File: src/rtl/igmp_rx_parser_if.sv
// igmp_rx_parser_if
//   Word-stream handshake carrying an IGMP message into the parser.
//   in_valid : source has a word on in_data/in_last
//   in_ready : parser accepts the word when in_valid & in_ready
//   in_data  : 32-bit message word, big-endian (byte0 in [31:24])
//   in_last  : marks the final word of a message
//   master   : producer side (drives valid/data/last)
//   slave    : parser side (drives ready)
interface igmp_rx_parser_if;
    logic        in_valid;
    logic        in_ready;
    logic [31:0] in_data;
    logic        in_last;

    modport master (output in_valid, output in_data, output in_last, input in_ready);
    modport slave  (input in_valid, input in_data, input in_last, output in_ready);
endinterface

File: src/rtl/igmp_rx_parser.sv
// igmp_rx_parser
//   Streaming IGMP receiver. Accepts a message of any length on the rx word
//   stream, checks the Internet checksum over the whole message, decodes
//   v1/v2/v3 headers and buffers up to MAX_SRC v3 source addresses. Decoded
//   fields only change on a valid pulse; a rejected message leaves them intact.
// Ports
//   clk, rst      : clock, asynchronous active-low reset
//   rx            : slave side of the message word stream
//   valid/invalid : one-cycle verdict pulse, one cycle after the last word
//   typea..source : decoded header fields of the last good message
//   member_query/member_report/leave_group : type flags of the last good message
//   src_ovf       : last good message carried more sources than MAX_SRC
//   src_rd_idx    : source buffer read index
//   sourceadd     : buffer[src_rd_idx], 0 beyond the stored count
module igmp_rx_parser #(
    parameter int unsigned MAX_SRC = 4,
    parameter int unsigned IDX_W   = 4
) (
    input  logic               clk,
    input  logic               rst,
    igmp_rx_parser_if.slave    rx,
    output logic               valid,
    output logic               invalid,
    output logic [7:0]         typea,
    output logic [7:0]         mrc,
    output logic [15:0]        checksum,
    output logic [31:0]        groupadd,
    output logic [3:0]         resv,
    output logic               s,
    output logic [2:0]         qrv,
    output logic [7:0]         qqic,
    output logic [15:0]        source,
    output logic               member_query,
    output logic               member_report,
    output logic               leave_group,
    output logic               src_ovf,
    input  logic [IDX_W-1:0]   src_rd_idx,
    output logic [31:0]        sourceadd
);

    // Buffer is sized to a power of two so the index slice always fits;
    // only entries 0..MAX_SRC-1 are ever written.
    localparam int unsigned AW    = (MAX_SRC > 1) ? $clog2(MAX_SRC) : 1;
    localparam int unsigned DEPTH = 1 << AW;

    typedef enum logic [2:0] {
        S_IDLE,
        S_W1,
        S_V3HDR,
        S_SRC,
        S_DROP,
        S_DONE
    } state_t;

    state_t             state_q;
    logic               rdy_q;
    logic [15:0]        acc_q;
    logic               err_q;

    // Shadow copy of the message being parsed
    logic [7:0]         sh_type_q;
    logic [7:0]         sh_mrc_q;
    logic [15:0]        sh_csum_q;
    logic [31:0]        sh_group_q;
    logic [3:0]         sh_resv_q;
    logic               sh_s_q;
    logic [2:0]         sh_qrv_q;
    logic [7:0]         sh_qqic_q;
    logic [15:0]        sh_nsrc_q;
    logic [31:0]        sh_buf_q [DEPTH];
    logic [IDX_W-1:0]   sh_cnt_q;
    logic [15:0]        seen_q;

    // Committed source buffer
    logic [31:0]        buf_q [DEPTH];
    logic [IDX_W-1:0]   cnt_q;

    logic               fire;
    logic [17:0]        sum3;
    logic [16:0]        fold1;
    logic [15:0]        acc_d;
    logic               type_known;
    logic               src_final;

    assign rx.in_ready = rdy_q;

    always_comb begin
        fire  = rx.in_valid & rdy_q;
        // acc + hi + lo fits in 18 bits; two folds bring it back to 16 with
        // end-around carry fully applied.
        sum3  = {2'b00, acc_q} + {2'b00, rx.in_data[31:16]} + {2'b00, rx.in_data[15:0]};
        fold1 = {1'b0, sum3[15:0]} + {15'b0, sum3[17:16]};
        acc_d = fold1[15:0] + {15'b0, fold1[16]};
        type_known = (sh_type_q == 8'h11) || (sh_type_q == 8'h12) ||
                     (sh_type_q == 8'h16) || (sh_type_q == 8'h17);
        src_final  = ({1'b0, seen_q} + 17'd1) == {1'b0, sh_nsrc_q};
    end

    always_comb begin
        sourceadd = '0;
        if (src_rd_idx < cnt_q) begin
            sourceadd = buf_q[src_rd_idx[AW-1:0]];
        end
    end

    always_ff @(posedge clk or negedge rst) begin
        if (!rst) begin
            state_q       <= S_IDLE;
            rdy_q         <= 1'b0;
            acc_q         <= '0;
            err_q         <= 1'b0;
            sh_type_q     <= '0;
            sh_mrc_q      <= '0;
            sh_csum_q     <= '0;
            sh_group_q    <= '0;
            sh_resv_q     <= '0;
            sh_s_q        <= 1'b0;
            sh_qrv_q      <= '0;
            sh_qqic_q     <= '0;
            sh_nsrc_q     <= '0;
            sh_cnt_q      <= '0;
            seen_q        <= '0;
            cnt_q         <= '0;
            for (int unsigned i = 0; i < DEPTH; i++) begin
                sh_buf_q[i] <= '0;
                buf_q[i]    <= '0;
            end
            valid         <= 1'b0;
            invalid       <= 1'b0;
            typea         <= '0;
            mrc           <= '0;
            checksum      <= '0;
            groupadd      <= '0;
            resv          <= '0;
            s             <= 1'b0;
            qrv           <= '0;
            qqic          <= '0;
            source        <= '0;
            member_query  <= 1'b0;
            member_report <= 1'b0;
            leave_group   <= 1'b0;
            src_ovf       <= 1'b0;
        end else begin
            valid   <= 1'b0;
            invalid <= 1'b0;
            rdy_q   <= 1'b1;
            if (fire) begin
                acc_q <= acc_d;
            end

            case (state_q)
                S_IDLE: begin
                    if (fire) begin
                        sh_type_q <= rx.in_data[31:24];
                        sh_mrc_q  <= rx.in_data[23:16];
                        sh_csum_q <= rx.in_data[15:0];
                        sh_resv_q <= '0;
                        sh_s_q    <= 1'b0;
                        sh_qrv_q  <= '0;
                        sh_qqic_q <= '0;
                        sh_nsrc_q <= '0;
                        sh_cnt_q  <= '0;
                        seen_q    <= '0;
                        err_q     <= rx.in_last;
                        if (rx.in_last) begin
                            state_q <= S_DONE;
                            rdy_q   <= 1'b0;
                        end else begin
                            state_q <= S_W1;
                        end
                    end
                end

                S_W1: begin
                    if (fire) begin
                        sh_group_q <= rx.in_data;
                        if (rx.in_last) begin
                            state_q <= S_DONE;
                            rdy_q   <= 1'b0;
                        end else if (sh_type_q == 8'h11) begin
                            state_q <= S_V3HDR;
                        end else begin
                            err_q   <= 1'b1;
                            state_q <= S_DROP;
                        end
                    end
                end

                S_V3HDR: begin
                    if (fire) begin
                        sh_resv_q <= rx.in_data[31:28];
                        sh_s_q    <= rx.in_data[27];
                        sh_qrv_q  <= rx.in_data[26:24];
                        sh_qqic_q <= rx.in_data[23:16];
                        sh_nsrc_q <= rx.in_data[15:0];
                        if (rx.in_last) begin
                            err_q   <= (rx.in_data[15:0] != 16'd0);
                            state_q <= S_DONE;
                            rdy_q   <= 1'b0;
                        end else if (rx.in_data[15:0] == 16'd0) begin
                            // Words after a zero-source header make it too long
                            err_q   <= 1'b1;
                            state_q <= S_DROP;
                        end else begin
                            state_q <= S_SRC;
                        end
                    end
                end

                S_SRC: begin
                    if (fire) begin
                        if (seen_q < 16'(MAX_SRC)) begin
                            sh_buf_q[seen_q[AW-1:0]] <= rx.in_data;
                            sh_cnt_q                 <= sh_cnt_q + IDX_W'(1);
                        end
                        seen_q <= seen_q + 16'd1;
                        if (src_final) begin
                            if (rx.in_last) begin
                                state_q <= S_DONE;
                                rdy_q   <= 1'b0;
                            end else begin
                                err_q   <= 1'b1;
                                state_q <= S_DROP;
                            end
                        end else if (rx.in_last) begin
                            err_q   <= 1'b1;
                            state_q <= S_DONE;
                            rdy_q   <= 1'b0;
                        end
                    end
                end

                S_DROP: begin
                    if (fire && rx.in_last) begin
                        state_q <= S_DONE;
                        rdy_q   <= 1'b0;
                    end
                end

                S_DONE: begin
                    acc_q   <= '0;
                    state_q <= S_IDLE;
                    if (!err_q && type_known && (acc_q == 16'hFFFF)) begin
                        valid         <= 1'b1;
                        typea         <= sh_type_q;
                        mrc           <= sh_mrc_q;
                        checksum      <= sh_csum_q;
                        groupadd      <= sh_group_q;
                        resv          <= sh_resv_q;
                        s             <= sh_s_q;
                        qrv           <= sh_qrv_q;
                        qqic          <= sh_qqic_q;
                        source        <= sh_nsrc_q;
                        member_query  <= (sh_type_q == 8'h11);
                        member_report <= (sh_type_q == 8'h12) || (sh_type_q == 8'h16);
                        leave_group   <= (sh_type_q == 8'h17);
                        src_ovf       <= (sh_nsrc_q > 16'(MAX_SRC));
                        cnt_q         <= sh_cnt_q;
                        for (int unsigned i = 0; i < DEPTH; i++) begin
                            buf_q[i] <= sh_buf_q[i];
                        end
                    end else begin
                        invalid <= 1'b1;
                    end
                end

                default: begin
                    state_q <= S_IDLE;
                end
            endcase
        end
    end

endmodule
File: src/flat_wrapper.sv
// flat-port wrapper written by rule: the top's interface ports become plain ports
module igmp_rx_parser_flat 
#(
    parameter int unsigned MAX_SRC = 4,
    parameter int unsigned IDX_W   = 4
)
  (clk, rst, valid, invalid, typea, mrc, checksum, groupadd, resv, s, qrv, qqic, source, member_query, member_report, leave_group, src_ovf, src_rd_idx, sourceadd, rx_in_valid, rx_in_data, rx_in_last, rx_in_ready);
  igmp_rx_parser_if rx_i ();
  input  logic clk;
  input  logic rst;
  output logic valid;
  output logic invalid;
  output logic [7:0] typea;
  output logic [7:0] mrc;
  output logic [15:0] checksum;
  output logic [31:0] groupadd;
  output logic [3:0] resv;
  output logic s;
  output logic [2:0] qrv;
  output logic [7:0] qqic;
  output logic [15:0] source;
  output logic member_query;
  output logic member_report;
  output logic leave_group;
  output logic src_ovf;
  input  logic [IDX_W-1:0] src_rd_idx;
  output logic [31:0] sourceadd;
  input wire logic [$bits(rx_i.in_valid)-1:0] rx_in_valid;
  input wire logic [$bits(rx_i.in_data)-1:0] rx_in_data;
  input wire logic [$bits(rx_i.in_last)-1:0] rx_in_last;
  output wire logic [$bits(rx_i.in_ready)-1:0] rx_in_ready;
  assign rx_i.in_valid = rx_in_valid;
  assign rx_i.in_data = rx_in_data;
  assign rx_i.in_last = rx_in_last;
  assign rx_in_ready = rx_i.in_ready;
  igmp_rx_parser #(.MAX_SRC(MAX_SRC), .IDX_W(IDX_W)) u_core (.clk(clk), .rst(rst), .rx(rx_i), .valid(valid), .invalid(invalid), .typea(typea), .mrc(mrc), .checksum(checksum), .groupadd(groupadd), .resv(resv), .s(s), .qrv(qrv), .qqic(qqic), .source(source), .member_query(member_query), .member_report(member_report), .leave_group(leave_group), .src_ovf(src_ovf), .src_rd_idx(src_rd_idx), .sourceadd(sourceadd));
endmodule
File: config.mk
export PLATFORM = sky130hd
export DESIGN_NAME = igmp_rx_parser_flat
export DESIGN_NICKNAME = d
export VERILOG_FILES = /design/src/rtl/igmp_rx_parser_if.sv /design/src/rtl/igmp_rx_parser.sv /design/src/flat_wrapper.sv
export SDC_FILE = /design/constraint.sdc
export NUM_CORES = 1
export LEC_CHECK = 0
export ABC_CLOCK_PERIOD_IN_PS = 7300
export CORE_MARGIN = 2
export CORE_UTILIZATION = 53
export DETAILED_ROUTE_END_ITERATION = 10
export PLACE_DENSITY = 0.76
export SYNTH_ARGS = -nofsm -noshare
export SYNTH_HDL_FRONTEND = slang
export SYNTH_SLANG_ARGS = --single-unit
File: constraint.sdc
create_clock -name clk -period 7.3 [get_ports clk]
set_clock_uncertainty 0.2 [all_clocks]
set_input_delay 0.73 -clock clk [delete_from_list [all_inputs] [get_ports clk]]
set_output_delay 0.73 -clock clk [all_outputs]
set_load 0.005 [all_outputs]
# After elaboration in Yosys (flattened, before gate mapping)
# Index checks and enable logic that the tools add are counted.
# classes
addsub,7
magnitude_cmp,6
n_eq_ne,22
mux,63
bitwise_logic,3
reduce_logical,26
# op_table
cell,n
128-bit bitwise mux,1
32-bit two-way mux,4
16-bit two-way mux,5
32-bit binary-select mux with 2-bit select,1
32-bit demux with 2-bit select,1
16-bit one-hot mux with 2 select lines,2
3-bit two-way mux,14
"8-bit by 5-bit == test with 1-bit output, second input constant",4
1-bit two-way mux,21
18-bit by 16-bit adder with 18-bit output,1
"16-bit by 1-bit adder with 17-bit output, second input constant",1
16-bit by 16-bit adder with 17-bit output,1
16-bit by 2-bit adder with 17-bit output,1
17-bit by 16-bit == test with 1-bit output,1
16-bit by 1-bit adder with 16-bit output,1
"16-bit by 1-bit adder with 16-bit output, second input constant",1
"16-bit == test, second input constant",1
"16-bit by 3-bit greater-than comparator with 1-bit output, second input constant",1
16-bit zero test,1
"16-bit by 3-bit < comparator with 1-bit output, second input constant",1
4-bit two-way mux,4
8-bit two-way mux,2
4-bit one-hot mux with 2 select lines,2
8-bit one-hot mux with 2 select lines,1
30 further kinds,54
# word_totals
register_bits,499

# Depth between registers and ports, before layout
# depth
depth_word,8
ltp_mapped,38
mapped_depth_nobuf,37

# Worst setup path before layout
# Ideal clock, no wire load.
# synth_path
path_type,input to register
start,input port rx_in_data[16]
end,register u_core.acc_q[14]
setup_ps,92
t_arrival_ps,6899
required_ps,7008
slack_ps,109
cell_stages,33
n_path_buf,1
cell_sequence,ha_1 > inv_1 > fa_1 > nor2b_1 > o21ai_0 > a21boi_1 > o21a_1 > o21ai_1 > a211oi_1 > o21ai_1 > a2111oi_0 > nor2_1 > ha_1 > a21o_1 > a21oi_1 > o21bai_1 > a21oi_1 > xor2_1 > ha_1 > fa_1 > clkbuf_1 > nand2_1 > nor3_2 > nand3_2 > nand2b_1 > nor3_1 > ha_1 > ha_1 > nand2_1 > or3b_4 > or3_1 > xnor2_1 > o31ai_2
# synth_between
elab_chain_len,6
# synth_lines
item,line_no,source
start: declaration,flat_wrapper.sv:29,input wire logic [$bits(rx_i.in_data)-1:0] rx_in_data;
16-bit by 16-bit adder with 17-bit output,igmp_rx_parser.sv:91,"sum3 = {2'b00, acc_q} + {2'b00, rx.in_data[31:16]} + {2'b00, rx.in_data[15:0]};"
18-bit by 16-bit adder with 18-bit output,igmp_rx_parser.sv:91,
16-bit by 2-bit adder with 17-bit output,igmp_rx_parser.sv:92,"fold1 = {1'b0, sum3[15:0]} + {15'b0, sum3[17:16]};"
16-bit by 1-bit adder with 16-bit output,igmp_rx_parser.sv:93,"acc_d = fold1[15:0] + {15'b0, fold1[16]};"
16-bit two-way mux,igmp_rx_parser.sv:147,if (fire) begin
16-bit two-way mux,igmp_rx_parser.sv:151,case (state_q)
end signal: assignment,igmp_rx_parser.sv:110,acc_q <= '0;
end signal: assignment,igmp_rx_parser.sv:148,acc_q <= acc_d;
end signal: assignment,igmp_rx_parser.sv:241,acc_q <= '0;
end: declaration,igmp_rx_parser.sv:57,logic [15:0] acc_q;
# Every way passes these cells. The select of a mux whose other input is x is not followed.
# A chain may end at the register's enable or synchronous reset.

# Final worst setup path
# layout_path
start,input port rx_in_data[17]
end,register u_core.acc_q[14]
# The elaborated chain is that of the path after synthesis.

==> metrics.txt <==
DR vias=17,040; Die H=211.7 um; slowest cell on the critical path=clkdlybuf4s50_1; cts hold-fix bufs=0; HPWL Detailed=39,470 um; synthesized area per cell=approximately 10 um^2; Bufs on Longest Clock Path=3; Main synth FF type=dfrtp_1; final hold viol count=0; crit path capture type=flip-flop; Clock Pin Slew Worst Setup and Hold Paths=60 ps; largest net degree at the start of global routing=190; syn nets=2,280; Clock Sinks=~500; max cap viols=0; Period minus WS final=6859 ps; CP arrival=7170 ps; slowest stage delay, CP=490 ps; Yosys top cell area share=about 55%; first-pass GRT wire length=95,120 um; vias in the first global route=~17,000; count leader, synth=nand2_1; Fillers=3,357; antenna viol nets, final=0; GP Congestion=between 0.9 and 1; CTS tree=yes; H-tree levels=2; Mapped Cells=2,193; Cell Area, Placed=~26,000 um^2; Startpoint Class=input pin; CTS Buf Count=52; final instance area=around 27,000 um^2; DP Cell Count=2,901; EDFF count, synth=0; final setup TNS=0 ps; row count=76; WHS=71.98 ps; Die Area=44,800 um^2; CP Class=input pin to flip-flop; Final period util=around 94%; area taken by multi-input logic gates=slightly below 10,000 um^2; CP most frequent cell=nand2_1; DR iter-0 viols=1,574; Slew headroom=~27%; VDD IR-drop max=0.4795 mV; worst slew pin tran=1089 ps; initial antenna violation count=4; Total Wirelength=59,790 um; clock root cell=clkbuf_16; area of the mapped netlist=22,850 um^2; Req. time, crit path=7610 ps; Post-synth top cells=750 x nand2_1, 499 x dfrtp_1, 186 x mux2_2, 103 x clkbuf_1, 69 x nor2_1; register area share after synthesis=54.64%; worst setup margin=roughly 440 ps; wire per inst=between 15 and 20 um; most area-consuming cells after synthesis=dfrtp_1 55%, nand2_1 12%, mux2_2 9.2%; via density per instance=5.697; fmax=145.8 MHz; post-synthesis register bit count=499; RSZ-0062 raised after global routing=no; worst skew pair latency=610 ps; Setup WS pre-CTS=-588.6 ps; post-CTS setup-driven buffer insertion count=0; Area Overhead vs Synth=19.82%; Power Total=between 9 and 10 mW; asr flop ratio synth=100.0%; initial cell density of the core=a little over half; Pre-Repair DR Iteration Count=6; Max FO, Critical Path=3; drt drc=0; Finished Core Util=63.99%; Core ar.=42,790 um^2; IO Pins=175; Die X=211.7 um; YS warnings=0; Final #Nets=2,496; layout cells sized above 1=18.21%; Overflow after GRT=0; cell accounting for the most synthesized area=dfrtp_1; global-route usage over all layers=~27%; Port Buffer Count=174; fin cells=2,991; Max Slew Vio Count=0; PwrDens=338.7 nW/um^2; final setup fails=0; Synth cell types=84; Leak Pwr=13.54 nW; register area=12,490 um^2; worst min-delay path category=input pin to asynchronous set/reset pin; status=finished clean
final cells by class:
type,instances,area share [%]
Sequential cell,499,45.60
Antenna cell,1,0.009138
Clock buffer,74,5.492
Inverter,31,0.4249
Tap cell,546,2.495
Timing Repair Buffer,277,9.275
Multi-Input combinational cell,1548,35.99
Clock inverter,15,0.7174
layer usage:
layer  up-vias  track usage (%)  share of wire [%]
li1       7804                -                  -
met1      8602            38.21                 43
met2       530            43.95                 47
met3       101            5.667                7.0
met4         2            7.746                2.5
met5         -                0              0.018
flip-flops by register name (all words and copies together), names as in the netlist, 16 cells and up:
| name | count |
|---|---|
| u_core.buf_q | 128 |
| u_core.groupadd | 32 |
| u_core.checksum | 16 |
| u_core.seen_q | 16 |
| u_core.acc_q | 16 |
| u_core.source | 16 |
| u_core.sh_csum_q | 16 |
| u_core.sh_group_q | 32 |
| u_core.sh_buf_q | 128 |
| u_core.sh_nsrc_q | 16 |
cell families (layout without fill, tap and decap cells):
| group | Yosys count | in the layout | synth area share (%) |
|---|---|---|---|
| compound gates | 226 | 226 | 6.696 |
| xor+xnor | 67 | 67 | 2.683 |
| fa+ha+maj | 47 | 47 | 2.672 |
| buf+inv | 146 | 397 | 2.474 |
| flops | 499 | 499 | 54.64 |
| mux | 225 | 225 | 12.63 |
| other cells | 0 | 1 | 0 |
| simple gates | 983 | 983 | 18.21 |
cell usage in the layout (no fill, tap or decap), drive strengths merged, types with 32 or more instances in the layout:
master / n
mux2: 187
inv: 35
o21ai: 70
ha: 44
nor2b: 42
buf: 106
a21oi: 42
dfrtp: 499
nand2: 750
mux4: 32
xnor2: 46
nor2: 69
clkbuf: 74
clkdlybuf4s50: 169
what timing repair did:
item | CTS | global route
resized for setup | 0 | 9
endpoints found under the hold margin | 0 | 0
endpoints found under the setup margin | 0 | 14
worst max-delay path: cells and delay by family:
| family | cells | cell delay [ps] |
|---|---|---|
| AND/OR/NAND/NOR | 12 | 2070 |
| AO/OA/AOI/OAI | 13 | 1880 |
| adder cells (fa/ha/maj) | 6 | 1410 |
| buffers and inverters | 2 | 580 |
| XOR/XNOR | 3 | 530 |
power by group:
part	switching, mW	leakage (nW)	total [mW]	internal (mW)
Sequential	0.181	6.80	3.19	3.01
Clock	1.10	0.832	2.64	1.54
Combinational	1.92	5.91	3.44	1.52
Total	3.21	13.5	9.28	6.07
final timing paths:
kind                       depth (start not counted)  slack, ps             endpoint             start
setup / recovery                                  36        440     u_core.acc_q[14]    rx_in_data[17]
hold / removal                                     1         70  u_core.sh_buf_q[23]               rst
setup reg to reg                                  36        600     u_core.acc_q[14]   u_core.acc_q[0]
hold reg to reg                                    2        260     u_core.buf_q[41]  u_core.buf_q[41]
max in group asynchronous                          2       5160  u_core.sh_csum_q[0]               rst
min in group clk                                   2        260     u_core.buf_q[41]  u_core.buf_q[41]
Power figures use the tool's default switching activity.
==> edit: new RTL, same settings <==
`MAX_SRC` is set to 4 in 2 places; all go to 2.
--- a/src/rtl/igmp_rx_parser.sv
+++ b/src/rtl/igmp_rx_parser.sv
@@ -13,7 +13,7 @@
 //   src_rd_idx    : source buffer read index
 //   sourceadd     : buffer[src_rd_idx], 0 beyond the stored count
 module igmp_rx_parser #(
-    parameter int unsigned MAX_SRC = 4,
+    parameter int unsigned MAX_SRC = 2,
     parameter int unsigned IDX_W   = 4
 ) (
     input  logic               clk,
--- a/src/flat_wrapper.sv
+++ b/src/flat_wrapper.sv
@@ -1,7 +1,7 @@
 // flat-port wrapper written by rule: the top's interface ports become plain ports
 module igmp_rx_parser_flat 
 #(
-    parameter int unsigned MAX_SRC = 4,
+    parameter int unsigned MAX_SRC = 2,
     parameter int unsigned IDX_W   = 4
 )
   (clk, rst, valid, invalid, typea, mrc, checksum, groupadd, resv, s, qrv, qqic, source, member_query, member_report, leave_group, src_ovf, src_rd_idx, sourceadd, rx_in_valid, rx_in_data, rx_in_last, rx_in_ready);
Formal check against the unedited RTL: same outputs for any inputs over 4 cycles, from zero or initial values and one cycle with rst low; that may be too few to reach the edited logic, so the function may still have changed.
==> edit against the original RTL <==
Design area is 19% lower; via count decreased by 15%; setup slack worse by 26 ps; global-route usage rose by 0.95 points; wire length decreased by 16%; power decreased by 16%; sequential cell count fell by 128; cell count decreased by 14%; area after synthesis decreased by 22%.
==> edit: results (changes against the original RTL) <==
- Post-detailed-placement half-perimeter wirelength: 34500 µm (-12%)
- By count the netlist is led by 602 x nand2_1, 371 x dfrtp_1, 130 x mux2_2.
- The number of nets at the end of the flow was 2179 (-13%).
- The parity-gate share of the synthesized area counting xor and xnor cells came to 0.0297 (+0.00291).
- Diodes inserted: 2 (+1)
- The count of buffers from port buffering is 174 (unchanged).
* Iter 0 DRT Violations: 1272 (-19%)
* Routed wire length: 50100 µm (-16%)
- The count of clock-net buffers in the final layout is 50 (-32%).
* Seq/Total Area, Yosys: 0.520 (-0.0260)
- Complex-gate fraction of the synthesized area: 0.0792 (+0.0122)
- On the critical path, the stage with the largest delay is an instance of clkdlybuf4s50_1.
- Adder-cell area share of the yosys netlist: 0.0321 (+0.00540)
- WP data required: 7550 ps (-60 ps)
- Seq cells: 371 (-26%)
- The layout buffering overhead excluding clock cells is 0.121 (+0.0278).
* Worst Max-Slew Pin Slew: 1200 ps (+107 ps)
- The number of antenna violations at the first check in global routing came to 0 (-4).
- Filler cell count in the final layout: 2670 (-20%)
- Register share of the cell area: 0.420 (-0.0357)
- Post-place instance area: 0.0207 mm² (-19%)
- Clock Network Area Fraction: 0.0556 (-0.00653)
- The total number of vias came to 14400 (-15%).
- First-pass DRT Iterations: 5 (-1)
- Overall global routing resource usage: 0.284 (+0.00949)
* Number of cells on the worst reg-to-reg path: 35 (-2.8%)
- Share of post-route cells with drive strength above 1: 0.170 (-0.0124)
- Synth-to-layout area growth: 23.8%
- Number of standard cells after synthesis: 1854 (-15%)
* Pin count of the biggest net entering global routing: 137 (-28%)
* Distinct cell type count after synthesis: 75 (-11%)
* Number of synthesis warnings: 0 (unchanged)
- The share of cell area taken by muxes after synthesis came to 0.103 (-0.0229).
- Global-route wire length before repair: 78800 µm (-17%)
* Drt via density: 5.61 (-1.4%)
* Multi-input combinational cell count: 1357 (-12%)
- Instance count after placement with tap cells included: 2497 (-14%)
* Leak: 0.0107 µW (-21%)
- The CTS buffer count is 39 (-25%).
- Max stage delay on crit path: 580 ps (+90 ps)
- H-Tree Depth: 2 (unchanged)
- The non-clock buffer count in the final layout was 295 (+6.5%).
- Routability cong.: 0.966 (+3.0%)
- Largest registers: u_core.buf_q x64, u_core.sh_buf_q x64
- The flow ran to the end, and the final reports show no timing, DRC or antenna violations.
* Async SR Flop Fraction: 1.00 (unchanged)
- Dominant cells by area after synthesis: dfrtp_1 52%, nand2_1 13%, mux2_2 8.2%
- The worst-skew pair later-pin latency is 540 ps (-70 ps).
- The critical-path maximum fanout came to 4 (+1).
- The number of gates resized after CTS came to 3 (+3).
- The mean cell area of the mapped netlist was 9.62 µm² (-7.7%).
- Maximum vdd ir drop: 0.405 mV (-16%)
- Multi-input combinational cell area: 0.00823 mm² (-16%)
-- edit: cell types whose count changed in the layout (fill, tap and decap cells not counted), moves of 29 or more --
cell	delta
mux2i_1	+32
mux4_2	-32
mux2_2	-56
nor2b_1	-29
nand2_1	-149
dfrtp_1	-128
-- edit: final timing paths --
check	to	from	slack, ps
max in group asynchronous	u_core.sh_buf_q[42]	rst	5330
setup / recovery	u_core.acc_q[10]	rx_in_data[19]	410
hold / removal	u_core.resv[3]	rst	20
min in group clk	u_core.groupadd[29]	u_core.groupadd[29]	260
hold reg to reg	u_core.groupadd[29]	u_core.groupadd[29]	260
setup reg to reg	u_core.acc_q[10]	u_core.acc_q[1]	510
-- edit: critical path, delay by kind of cell --
kind | cells | cell delay, ps
compound gates | 12 | 1810
xor+xnor | 3 | 340
simple gates | 9 | 1710
buf+inv | 5 | 1010
fa+ha+maj | 6 | 1500
-- edit: cells by family after synthesis --
| logic type | Yosys count |
|---|---|
| fa+ha+maj | 44 |
| flops | 371 |
| mux | 168 |
| simple gates | 866 |
| xor+xnor | 59 |
| buf+inv | 126 |
| compound gates | 220 |
-- edit: per-layer routing --
metal,up-vias,part of all wire,global-route usage
met4,0,0.023,0.0736
met1,7156,0.43,0.384
met3,79,0.058,0.0435
met2,464,0.49,0.481
met5,-,0,0
li1,6707,-,-
-- edit: power by group --
part / leakage, µW / switching [µW] / internal, µW
registers: 0.00501 / 177 / 2300
logic: 0.00509 / 1780 / 1560
clock network: 0.000606 / 816 / 1130
total: 0.0107 / 2770 / 4980
-- edit: per-stage QoR --
stage | worst slack (ps) | setup TNS [ps] | util
floorplan | 47.3 | 0 | -
global placement | -636 | -2850 | 0.620
detailed placement | -870 | -5480 | 0.620
CTS | 10.2 | 0 | 0.657
global route | -2.83 | -2.83 | 0.662
finish | 415 | 0 | 0.662
